==> src/rtl/cache_mem_arbiter_pkg.sv <==
`default_nettype none
// ============================================================================
// Module   : cache_arb_pkg
// Purpose  : Shared state encoding and address-slice constants for the
//            cache/memory arbiter.
// Revision : 1.0 - initial release
// ============================================================================
package cache_arb_pkg;

  typedef enum logic [1:0] {
    IDLE      = 2'b00,
    REFILL    = 2'b01,
    WRITEBACK = 2'b10
  } arb_state_t;

  // Byte address layout: [ADR_WIDTH-1:4] line, [3:2] word, [1:0] byte
  localparam int c_ofs_lsb  = 2;
  localparam int c_ofs_msb  = 3;
  localparam int c_line_lsb = 4;

endpackage
`default_nettype wire

==> src/rtl/cache_mem_arbiter_if.sv <==
`default_nettype none
// ============================================================================
// Module   : cache_mem_arbiter_if
// Purpose  : Refill, writeback and memory word-port signals of the arbiter.
//            slave = arbiter view, master = requester/memory view.
// Revision : 1.0 - initial release
// ============================================================================
interface cache_mem_arbiter_if #(
  parameter int WORD_WIDTH        = 32,
  parameter int ADR_WIDTH         = 32,
  parameter int WORD_OFFSET_WIDTH = 2
);
  logic                         req_rf;
  logic [ADR_WIDTH-1:0]         adr_rf;
  logic                         ack_rf;
  logic [WORD_WIDTH-1:0]        dat_rf;
  logic [WORD_OFFSET_WIDTH-1:0] word_rf;
  logic                         last_rf;

  logic                         req_wb;
  logic [ADR_WIDTH-1:0]         adr_wb;
  logic [WORD_WIDTH-1:0]        dat_wb;
  logic [WORD_OFFSET_WIDTH-1:0] word_wb;
  logic                         ack_wb;
  logic                         last_wb;

  logic                         req_mem;
  logic                         rdwr_mem;
  logic [ADR_WIDTH-1:0]         adr_mem;
  logic [WORD_WIDTH-1:0]        dat_cc2mem;
  logic                         ack_mem;
  logic [WORD_WIDTH-1:0]        dat_mem2cc;

  modport slave (
    input  req_rf, adr_rf, req_wb, adr_wb, dat_wb, ack_mem, dat_mem2cc,
    output ack_rf, dat_rf, word_rf, last_rf, word_wb, ack_wb, last_wb,
           req_mem, rdwr_mem, adr_mem, dat_cc2mem
  );

  modport master (
    output req_rf, adr_rf, req_wb, adr_wb, dat_wb, ack_mem, dat_mem2cc,
    input  ack_rf, dat_rf, word_rf, last_rf, word_wb, ack_wb, last_wb,
           req_mem, rdwr_mem, adr_mem, dat_cc2mem
  );
endinterface
`default_nettype wire

==> src/rtl/cache_mem_arbiter_mem_burst_seq.sv <==
`default_nettype none
// ============================================================================
// Module   : mem_burst_seq
// Purpose  : Loadable wrapping word counter plus beat counter for one
//            line burst; flags the final beat.
// Revision : 1.0 - initial release
// ============================================================================
module mem_burst_seq #(
  parameter int WORD_NUM          = 4,
  parameter int WORD_OFFSET_WIDTH = 2
) (
  input  wire logic                         clk,
  input  wire logic                         rst,
  input  wire logic                         i_load,
  input  wire logic [WORD_OFFSET_WIDTH-1:0] i_start_word,
  input  wire logic                         i_advance,
  output logic      [WORD_OFFSET_WIDTH-1:0] o_word,
  output logic                              o_last_beat
);

  localparam logic [WORD_OFFSET_WIDTH-1:0] c_last = WORD_OFFSET_WIDTH'(WORD_NUM - 1);

  logic [WORD_OFFSET_WIDTH-1:0] r_word;
  logic [WORD_OFFSET_WIDTH-1:0] r_beat;

  always_ff @(posedge clk) begin
    if (rst) begin
      r_word <= '0;
      r_beat <= '0;
    end else if (i_load) begin
      r_word <= i_start_word;
      r_beat <= '0;
    end else if (i_advance) begin
      r_word <= (r_word == c_last) ? '0 : r_word + 1'b1;
      r_beat <= (r_beat == c_last) ? '0 : r_beat + 1'b1;
    end
  end

  assign o_word      = r_word;
  assign o_last_beat = (r_beat == c_last);

endmodule
`default_nettype wire

==> src/rtl/cache_mem_arbiter.sv <==
`default_nettype none
// ============================================================================
// Module   : cache_mem_arbiter
// Purpose  : Shares the memory word port between critical-word-first line
//            refills and starvation-protected dirty-line writebacks.
//            Optional: ARB_HAZARD_CHECK_EN (same-line writeback goes first).
// Revision : 1.0 - initial release
// ============================================================================
module cache_mem_arbiter
  import cache_arb_pkg::*;
#(
  parameter int WORD_WIDTH        = 32,
  parameter int ADR_WIDTH         = 32,
  parameter int WORD_NUM          = 4,
  parameter int WORD_OFFSET_WIDTH = 2,
  parameter int STARVE_LIMIT      = 4
) (
  input wire logic           clk,
  input wire logic           rst,
  cache_mem_arbiter_if.slave bus
);

  localparam int c_starve_w = $clog2(STARVE_LIMIT + 1);
  localparam logic [c_starve_w-1:0] c_starve_max = c_starve_w'(STARVE_LIMIT);

  arb_state_t                    r_state;
  logic                          r_req_mem;
  logic                          r_rdwr_mem;
  logic [ADR_WIDTH-1:c_line_lsb] r_line;
  logic [c_starve_w-1:0]         r_starve_cnt;

  logic                          w_hazard;
  logic                          w_wb_first;
  logic                          w_grant_rf;
  logic                          w_grant_wb;
  logic                          w_load;
  logic                          w_advance;
  logic                          w_in_rf;
  logic                          w_in_wb;
  logic                          w_last_beat;
  logic [WORD_OFFSET_WIDTH-1:0]  w_start_word;
  logic [WORD_OFFSET_WIDTH-1:0]  w_word;

`ifdef ARB_HAZARD_CHECK_EN
  // A refill of a line still waiting to be written back would read stale data
  assign w_hazard = bus.req_rf && bus.req_wb &&
                    (bus.adr_rf[ADR_WIDTH-1:c_line_lsb] == bus.adr_wb[ADR_WIDTH-1:c_line_lsb]);
`else
  assign w_hazard = 1'b0;
`endif

  assign w_wb_first   = bus.req_wb && ((r_starve_cnt == c_starve_max) || w_hazard);
  assign w_grant_rf   = (r_state == IDLE) && bus.req_rf && !w_wb_first;
  assign w_grant_wb   = (r_state == IDLE) && bus.req_wb && !w_grant_rf;
  assign w_load       = w_grant_rf || w_grant_wb;
  assign w_start_word = w_grant_rf ? bus.adr_rf[c_ofs_msb:c_ofs_lsb] : '0;
  assign w_in_rf      = (r_state == REFILL);
  assign w_in_wb      = (r_state == WRITEBACK);
  assign w_advance    = (w_in_rf || w_in_wb) && bus.ack_mem;

  mem_burst_seq #(
    .WORD_NUM          (WORD_NUM),
    .WORD_OFFSET_WIDTH (WORD_OFFSET_WIDTH)
  ) u_seq (
    .clk          (clk),
    .rst          (rst),
    .i_load       (w_load),
    .i_start_word (w_start_word),
    .i_advance    (w_advance),
    .o_word       (w_word),
    .o_last_beat  (w_last_beat)
  );

  always_ff @(posedge clk) begin
    if (rst) begin
      r_state      <= IDLE;
      r_req_mem    <= 1'b0;
      r_rdwr_mem   <= 1'b0;
      r_line       <= '0;
      r_starve_cnt <= '0;
    end else begin
      case (r_state)
        IDLE: begin
          if (w_grant_rf) begin
            r_state    <= REFILL;
            r_req_mem  <= 1'b1;
            r_rdwr_mem <= 1'b0;
            r_line     <= bus.adr_rf[ADR_WIDTH-1:c_line_lsb];
            if (bus.req_wb && (r_starve_cnt != c_starve_max))
              r_starve_cnt <= r_starve_cnt + 1'b1;
          end else if (w_grant_wb) begin
            r_state      <= WRITEBACK;
            r_req_mem    <= 1'b1;
            r_rdwr_mem   <= 1'b1;
            r_line       <= bus.adr_wb[ADR_WIDTH-1:c_line_lsb];
            r_starve_cnt <= '0;
          end
        end
        REFILL, WRITEBACK: begin
          // Burst runs to completion even if the requester drops its request
          if (bus.ack_mem && w_last_beat) begin
            r_state    <= IDLE;
            r_req_mem  <= 1'b0;
            r_rdwr_mem <= 1'b0;
          end
        end
        default: begin
          r_state    <= IDLE;
          r_req_mem  <= 1'b0;
          r_rdwr_mem <= 1'b0;
        end
      endcase
    end
  end

  assign bus.req_mem    = r_req_mem;
  assign bus.rdwr_mem   = r_rdwr_mem;
  assign bus.adr_mem    = {r_line, w_word, 2'b00};
  assign bus.dat_cc2mem = w_in_wb ? bus.dat_wb : '0;

  assign bus.ack_rf  = w_in_rf && bus.ack_mem;
  assign bus.dat_rf  = bus.ack_rf ? bus.dat_mem2cc : '0;
  assign bus.word_rf = w_in_rf ? w_word : '0;
  assign bus.last_rf = bus.ack_rf && w_last_beat;

  assign bus.ack_wb  = w_in_wb && bus.ack_mem;
  assign bus.word_wb = w_in_wb ? w_word : '0;
  assign bus.last_wb = bus.ack_wb && w_last_beat;

endmodule
`default_nettype wire

==> src/flat_wrapper.sv <==
// flat-port wrapper written by rule: the top's interface ports become plain ports
module cache_mem_arbiter_flat import cache_arb_pkg::*;
#(
  parameter int WORD_WIDTH        = 32,
  parameter int ADR_WIDTH         = 32,
  parameter int WORD_NUM          = 4,
  parameter int WORD_OFFSET_WIDTH = 2,
  parameter int STARVE_LIMIT      = 4
)
  (clk, rst, bus_req_rf, bus_adr_rf, bus_req_wb, bus_adr_wb, bus_dat_wb, bus_ack_mem, bus_dat_mem2cc, bus_ack_rf, bus_dat_rf, bus_word_rf, bus_last_rf, bus_word_wb, bus_ack_wb, bus_last_wb, bus_req_mem, bus_rdwr_mem, bus_adr_mem, bus_dat_cc2mem);
  cache_mem_arbiter_if #(.WORD_WIDTH(WORD_WIDTH), .ADR_WIDTH(ADR_WIDTH), .WORD_OFFSET_WIDTH(WORD_OFFSET_WIDTH)) bus_i ();
  input wire logic clk;
  input wire logic rst;
  input wire logic [$bits(bus_i.req_rf)-1:0] bus_req_rf;
  input wire logic [$bits(bus_i.adr_rf)-1:0] bus_adr_rf;
  input wire logic [$bits(bus_i.req_wb)-1:0] bus_req_wb;
  input wire logic [$bits(bus_i.adr_wb)-1:0] bus_adr_wb;
  input wire logic [$bits(bus_i.dat_wb)-1:0] bus_dat_wb;
  input wire logic [$bits(bus_i.ack_mem)-1:0] bus_ack_mem;
  input wire logic [$bits(bus_i.dat_mem2cc)-1:0] bus_dat_mem2cc;
  output wire logic [$bits(bus_i.ack_rf)-1:0] bus_ack_rf;
  output wire logic [$bits(bus_i.dat_rf)-1:0] bus_dat_rf;
  output wire logic [$bits(bus_i.word_rf)-1:0] bus_word_rf;
  output wire logic [$bits(bus_i.last_rf)-1:0] bus_last_rf;
  output wire logic [$bits(bus_i.word_wb)-1:0] bus_word_wb;
  output wire logic [$bits(bus_i.ack_wb)-1:0] bus_ack_wb;
  output wire logic [$bits(bus_i.last_wb)-1:0] bus_last_wb;
  output wire logic [$bits(bus_i.req_mem)-1:0] bus_req_mem;
  output wire logic [$bits(bus_i.rdwr_mem)-1:0] bus_rdwr_mem;
  output wire logic [$bits(bus_i.adr_mem)-1:0] bus_adr_mem;
  output wire logic [$bits(bus_i.dat_cc2mem)-1:0] bus_dat_cc2mem;
  assign bus_i.req_rf = bus_req_rf;
  assign bus_i.adr_rf = bus_adr_rf;
  assign bus_i.req_wb = bus_req_wb;
  assign bus_i.adr_wb = bus_adr_wb;
  assign bus_i.dat_wb = bus_dat_wb;
  assign bus_i.ack_mem = bus_ack_mem;
  assign bus_i.dat_mem2cc = bus_dat_mem2cc;
  assign bus_ack_rf = bus_i.ack_rf;
  assign bus_dat_rf = bus_i.dat_rf;
  assign bus_word_rf = bus_i.word_rf;
  assign bus_last_rf = bus_i.last_rf;
  assign bus_word_wb = bus_i.word_wb;
  assign bus_ack_wb = bus_i.ack_wb;
  assign bus_last_wb = bus_i.last_wb;
  assign bus_req_mem = bus_i.req_mem;
  assign bus_rdwr_mem = bus_i.rdwr_mem;
  assign bus_adr_mem = bus_i.adr_mem;
  assign bus_dat_cc2mem = bus_i.dat_cc2mem;
  cache_mem_arbiter #(.WORD_WIDTH(WORD_WIDTH), .ADR_WIDTH(ADR_WIDTH), .WORD_NUM(WORD_NUM), .WORD_OFFSET_WIDTH(WORD_OFFSET_WIDTH), .STARVE_LIMIT(STARVE_LIMIT)) u_core (.clk(clk), .rst(rst), .bus(bus_i));
endmodule
==> config.mk <==
export PLATFORM = sky130hd
export DESIGN_NAME = cache_mem_arbiter_flat
export DESIGN_NICKNAME = d
export VERILOG_FILES = /design/src/rtl/cache_mem_arbiter_pkg.sv /design/src/rtl/cache_mem_arbiter_if.sv /design/src/rtl/cache_mem_arbiter_mem_burst_seq.sv /design/src/rtl/cache_mem_arbiter.sv /design/src/flat_wrapper.sv
export SDC_FILE = /design/constraint.sdc
export NUM_CORES = 1
export LEC_CHECK = 0
export BUFFER_PORTS_ARGS = -buffer_cell sky130_fd_sc_hd__buf_2
export CELL_PAD_IN_SITES_DETAIL_PLACEMENT = 0
export CELL_PAD_IN_SITES_GLOBAL_PLACEMENT = 1
export CORE_MARGIN = 1
export CORE_UTILIZATION = 26
export CTS_CLUSTER_SIZE = 24
export DETAILED_ROUTE_END_ITERATION = 10
export PLACE_DENSITY_LB_ADDON = 0.12
export SLEW_MARGIN = 20
export SYNTH_ARGS = -nofsm -noshare
export SYNTH_HDL_FRONTEND = slang
export SYNTH_SLANG_ARGS = --single-unit
==> constraint.sdc <==
create_clock -name clk -period 2.6 [get_ports clk]
set_clock_uncertainty 0.15 [all_clocks]
set_input_delay 0.39 -clock clk [delete_from_list [all_inputs] [get_ports clk]]
set_output_delay 0.39 -clock clk [all_outputs]
set_load 0.005 [all_outputs]
==> results of run 1 <==
-- state kept, by name, summed over array words and instances, names as in the netlist --
signal               flops
u_core.r_line           28
u_core.bus.rdwr_mem      1
u_core.u_seq.o_word      2
u_core.r_starve_cnt      3
u_core.u_seq.r_beat      2
u_core.r_state           1
u_core.bus.req_mem       1
-- what timing repair did --
action / 4_1_cts / 5_1_grt
buffers inserted: 0 / 0
hold buffers: 0 / 0
resized for setup: 0 / 1
endpoints found under the setup margin: 0 / 3
-- layer usage --
metal  up-vias  track usage, %
met1      1272            17.1
li1       1424               -
met5         -               0
met2       127            33.0
met4         0            5.20
met3         8            3.23
-- area by class of cell --
cell class | instances | share of cell area, %
diodes | 1 | 0.0673
clock buffers | 5 | 1.85
clock inverters | 3 | 1.08
inverters | 7 | 0.706
multi-input cells | 208 | 40.6
flip-flops and latches | 38 | 20.5
well taps | 111 | 3.73
repair buffers | 233 | 31.6
-- worst max-delay path, cell delays in order (launching register included) --
cell	delay [ps]
dfxtp_1	340
inv_1	90
ha_1	350
and2_4	250
nand2_2	410
o32ai_2	390
-- cell families (layout without fill, tap and decap cells) --
group,count (synthesis),in the layout,synth area share (%)
adder cells (fa/ha/maj),7,7,3.57
flip-flops,38,38,31.0
other,1,3,0.153
AO/OA/AOI/OAI,45,45,17.0
AND/OR/NAND/NOR,124,124,28.3
buffers and inverters,36,248,7.70
multiplexers,30,30,12.2
-- where the power goes --
group	total [mW]	switching, mW	internal (mW)	leakage [nW]
combinational	0.976	0.501	0.475	1.85
clock	0.507	0.224	0.283	0.0579
sequential	0.755	0.0615	0.694	0.315
total	2.24	0.786	1.45	2.23
-- layout by cell type, fill, tap and decap left out, drive strengths merged --
master and count:
buf 233, and2 39, dfxtp 38, and3 34, nor2 31, mux2i 30
a221oi 30, nand2 8, inv 7, a21oi 7, ha 7, clkbuf 5
o21ai 4, nand3 4, nand4 3, nand2b 3, conb 2, clkinv 2
diode 1, a21bo 1, a311oi 1, nor3b 1, or3 1, o32ai 1
a21o 1, bufinv 1
-- final timing paths --
path / from / to / slack, ps / cells after the start
worst min-delay path: bus_adr_rf[3] / u_core.u_seq.o_word[1] / 230 / 3
worst max-delay path: u_core.bus.rdwr_mem / u_core.u_seq.o_word[0] / 510 / 5
worst min register to register: u_core.bus.req_mem / u_core.bus.req_mem / 320 / 2
worst max register to register: u_core.bus.rdwr_mem / u_core.u_seq.o_word[0] / 510 / 5
==> impl_metrics.toml, run 1 <==
[outcome]
status = "finished clean"

[cts]
clk_path_buf_depth = 2
cts_buffers = 5
htree_num_levels = 2
clock_latency_ps = 290
clk_pin_slew_worst_paths_ps = 80
cts_sinks = 38
cts-root-buf = "clkbuf_8"
cts_tree = "built"

[timing]
whs_ps = 231
setup_viol = 0
tns_ps = 0
rsz0062_at_grt = "no"
hold_viol = 0
finalMaxSlewViolations = 0
fin_ws_ps = 508
max_slew_margin_pct = 52.7
finalCritPeriodShare_pct = 80.5
worst_pin_slew_ps = 708
fin_crit_ps = 2090
fmax_mhz = 478

[synth]
yosys_warnings = 0
synth_common_cells = "and2_1 (38), dfxtp_1 (38), and3_1 (34)"
synth_area_leaders = "dfxtp_1 (31%), mux2i_1 (12%), and2_1 (9.7%)"
avgSynthCellArea_sq_um = 8.73
ys_seq_area_share_pct = 31.0
synth_edf_count = 0
yosys.area.top_type_share_pct = 31.0
netlist-cell-type-count = 31
ys_ff_latch = 38
synth_area_sq_um = 2450
yosys.area.top_type = "dfxtp_1"
synth_ff_type = "dfxtp_1"
ys_async_sr_fraction_pct = 0
syn_inst = 281

[critical_path]
crit_arrival_ps = 2140
critPathLaunchType = "flop"
crit_path_end_kind = "flop"
worstPathMaxFanout = 29
worstPathRequired_ps = 2640
critPathKind = "reg2reg"

[floorplanning]
die_h_um = 99.1
initial_utilization_pct = 26.7
die_area_sq_um = 9820
die_x_um = 99.1
rows = 35
coreArea_sq_um = 9200
io_pins = 239

[layout]
nets = 633
syn_to_final_growth_pct = 51.7
drive_above_1_share_pct = 52.2
fin_util_pct = 40.4
finalNonFillerCells = 606
multiInputGateArea_sq_um = 1510
seq_area_sq_um = 761
final_cell_area_sq_um = 3720
fillerInstances = 978

[pwr]
finalPower_mw = 2.24
leakagePower_nw = 2.23
ir_drop_mv = 0.265
power.density_nw_per_um2 = 602

[routing]
drc = 0
drtIter0Drc = 79
routed-wl-met3_um = 609
via_count = 2831
dr.max_layer_used = "met4"
avgViaCountPerCell = 4.67
met1_length_um = 3200
first_pass_iters = 4
wl_um = 8470
dr_wl_met2_um = 4550
wl_per_cell_um = 14.0
drtAntennaViolNets = 0

[hold_path]
hold_class = "in2reg"

[grt]
grt_antenna_before_repair = 1
overflow = 0
grt_pass1_wl_um = 12800
grtUsageTotal_pct = 16.5
grt_pass1_vias = 2546
grt_start_max_net_pins = 41

[placement]
dp_slack_ps = 481
place_area_sq_um = 3610
placed_cells = 597
port_buffers = 230
hpwlAfterDp_um = 6320
gp_congestion = 0.723

[flow_run]
drv_cap = 0
Note: power is estimated with default switching activity, not from simulation.
==> run 2, diff against run 1 <==
--- a/config.mk
+++ b/config.mk
@@ -9,7 +9,7 @@
 export CELL_PAD_IN_SITES_DETAIL_PLACEMENT = 0
 export CELL_PAD_IN_SITES_GLOBAL_PLACEMENT = 1
 export CORE_MARGIN = 1
-export CORE_UTILIZATION = 26
+export CORE_UTILIZATION = 21
 export CTS_CLUSTER_SIZE = 24
 export DETAILED_ROUTE_END_ITERATION = 10
 export PLACE_DENSITY_LB_ADDON = 0.12
==> constraint.sdc (replaced) <==
create_clock -name clk -period 1.87 [get_ports clk]
set_clock_uncertainty 0.15 [all_clocks]
set_input_delay 0.2805 -clock clk [delete_from_list [all_inputs] [get_ports clk]]
set_output_delay 0.2805 -clock clk [all_outputs]
set_load 0.005 [all_outputs]
==> run 2 against run 1 <==
  * Sequential power rose by 40%
  * Core utilization fell by 5.4 points
  * Global-route usage fell by 1.8 points
  * Setup slack got worse by 410 ps
  * Largest power group unchanged
==> impl_metrics.toml, run 2 (synthesis results as in run 1) <==
[layout]
largest_registers = "u_core.r_line: 28 flops, u_core.r_starve_cnt: 3 flops"
layout_common_cells = "buf_2 (230), and2_1 (38), dfxtp_1 (37)"
syn_to_final_growth_pct = 63.2
largest_reg_flops = 28
antennaDiodeCount = 0
finalNonFillerCells = 650
top_register = "u_core.r_line"
drive_above_1_share_pct = 53.8
nets = 646
fillerInstances = 1232
fin_util_pct = 35.1
final_common_cell = "buf_2"

[placement]
placed_cells = 640
port_buffers = 230
hpwlAfterDp_um = 7460
gp_congestion = 0.702

[timing]
fmax_mhz = 563
whs_ps = 130
rsz0062_at_grt = "no"
finalMaxSlewViolations = 0
fin_crit_ps = 1780
hold_viol = 0
finalCritPeriodShare_pct = 95.0
setup_viol = 0

[floorplanning]
die_x_um = 110
die_h_um = 110
initial_utilization_pct = 21.5
coreArea_sq_um = 11400
rows = 39
io_pins = 239
die_area_sq_um = 12100

[routing]
via_count = 2952
drtAntennaViolNets = 0
wl_per_cell_um = 14.4
first_pass_iters = 4
wl_um = 9370
drc = 0
avgViaCountPerCell = 4.54
drtIter0Drc = 111

[critical_path]
crit_arrival_ps = 1350
r2r-start = "u_core.r_state[0]"
worstPathRequired_ps = 1440
critPathLaunchType = "flop"
worstPathMaxFanout = 36
reg2reg_slack_ps = 120
r2r_cells = 6
critPathKind = "reg2out"
crit_path_end_kind = "primary output"
reg2reg_to = "u_core.r_starve_cnt[2]"

[pwr]
leakagePower_nw = 2.34
power.density_nw_per_um2 = 890
finalPower_mw = 3.56
ir_drop_mv = 0.409

[cts]
clk_path_buf_depth = 2
cts_buffers = 5
cts-root-buf = "clkbuf_16"
cts_sinks = 38
htree_num_levels = 2
clock_latency_ps = 280
cts_tree = "built"
clk_pin_slew_worst_paths_ps = 60

[grt]
grt_pass1_vias = 2629
overflow = 0
grt_pass1_wl_um = 13700
grt_start_max_net_pins = 37
grtUsageTotal_pct = 14.7
grt_antenna_before_repair = 0

[outcome]
status = "finished clean"

[hold_path]
hold_class = "in2reg"
worstHoldPathCells = 3
holdCritStartpoint = "bus_adr_rf[2]"
holdPathEnd = "u_core.u_seq.o_word[0]"

[flow_run]
drv_cap = 0
run 2: changes by cell type in the layout (fill, tap and decap cells not counted), sizes merged:
| cell | before | now |
|---|---|---|
| diode | 1 | 0 |
| clkbuf | 5 | 7 |
| clkinv | 2 | 0 |
| buf | 233 | 246 |
run 2: metal layers:
layer	up-vias	global-route usage, %	wire, um
met5	-	0	0
met4	0	3.71	121
met3	9	3.12	769
met2	129	29.6	5120
met1	1367	15.1	3370
li1	1447	-	-
run 2: worst max path at each step:
stage / cells after the start / from / slack, ps / end
after detailed placement: 6 / u_core.bus.rdwr_mem / 100 / u_core.r_line[15]
after CTS: 5 / u_core.bus.rdwr_mem / -10 / bus_dat_rf[30]
final: 5 / u_core.bus.rdwr_mem / 90 / bus_last_rf
after floorplan: 7 / u_core.bus.rdwr_mem / 250 / u_core.r_line[18]
after global routing: 6 / u_core.r_state[0] / 10 / u_core.r_line[13]
after global placement: 6 / u_core.bus.rdwr_mem / 130 / u_core.r_starve_cnt[2]
run 2: worst max-delay path: stages (launching register included):
cell and delay, ps:
dfxtp_4 370, inv_2 40, ha_2 170, buf_12 160, and3_1 180, buf_2 130
run 2: stage by stage:
step	area, sq um	setup slack, ps	setup TNS, ps
4_1_cts	3970	-13.0	-35.7
2_1_floorplan	2460	252	0
6_report	4000	93.7	0
3_5_place_dp	3790	96.7	0
5_1_grt	4000	11.1	0
3_3_place_gp	3790	128	0
run 2: what timing repair did:
action                                  4_1_cts  5_1_grt
resized for setup                             4        6
hold buffers                                  0        0
endpoints found under the setup margin       64       71
pin swaps                                     0        2
setup buffers                                 0        2
run 2: power breakdown:
| group | internal (mW) | switching, mW |
|---|---|---|
| combinational | 0.790 | 0.746 |
| clock | 0.631 | 0.335 |
| sequential | 0.968 | 0.0917 |
run 2: area by class of cell:
class	count	area (sq um)	share of cell area, %
inverters	7	26.3	0.656
flip-flops and latches	38	764	19.1
clock buffers	7	133	3.31
repair buffers	246	1350	33.6
clock inverters	1	30.0	0.750
multi-input cells	208	1520	38.1
well taps	143	179	4.47
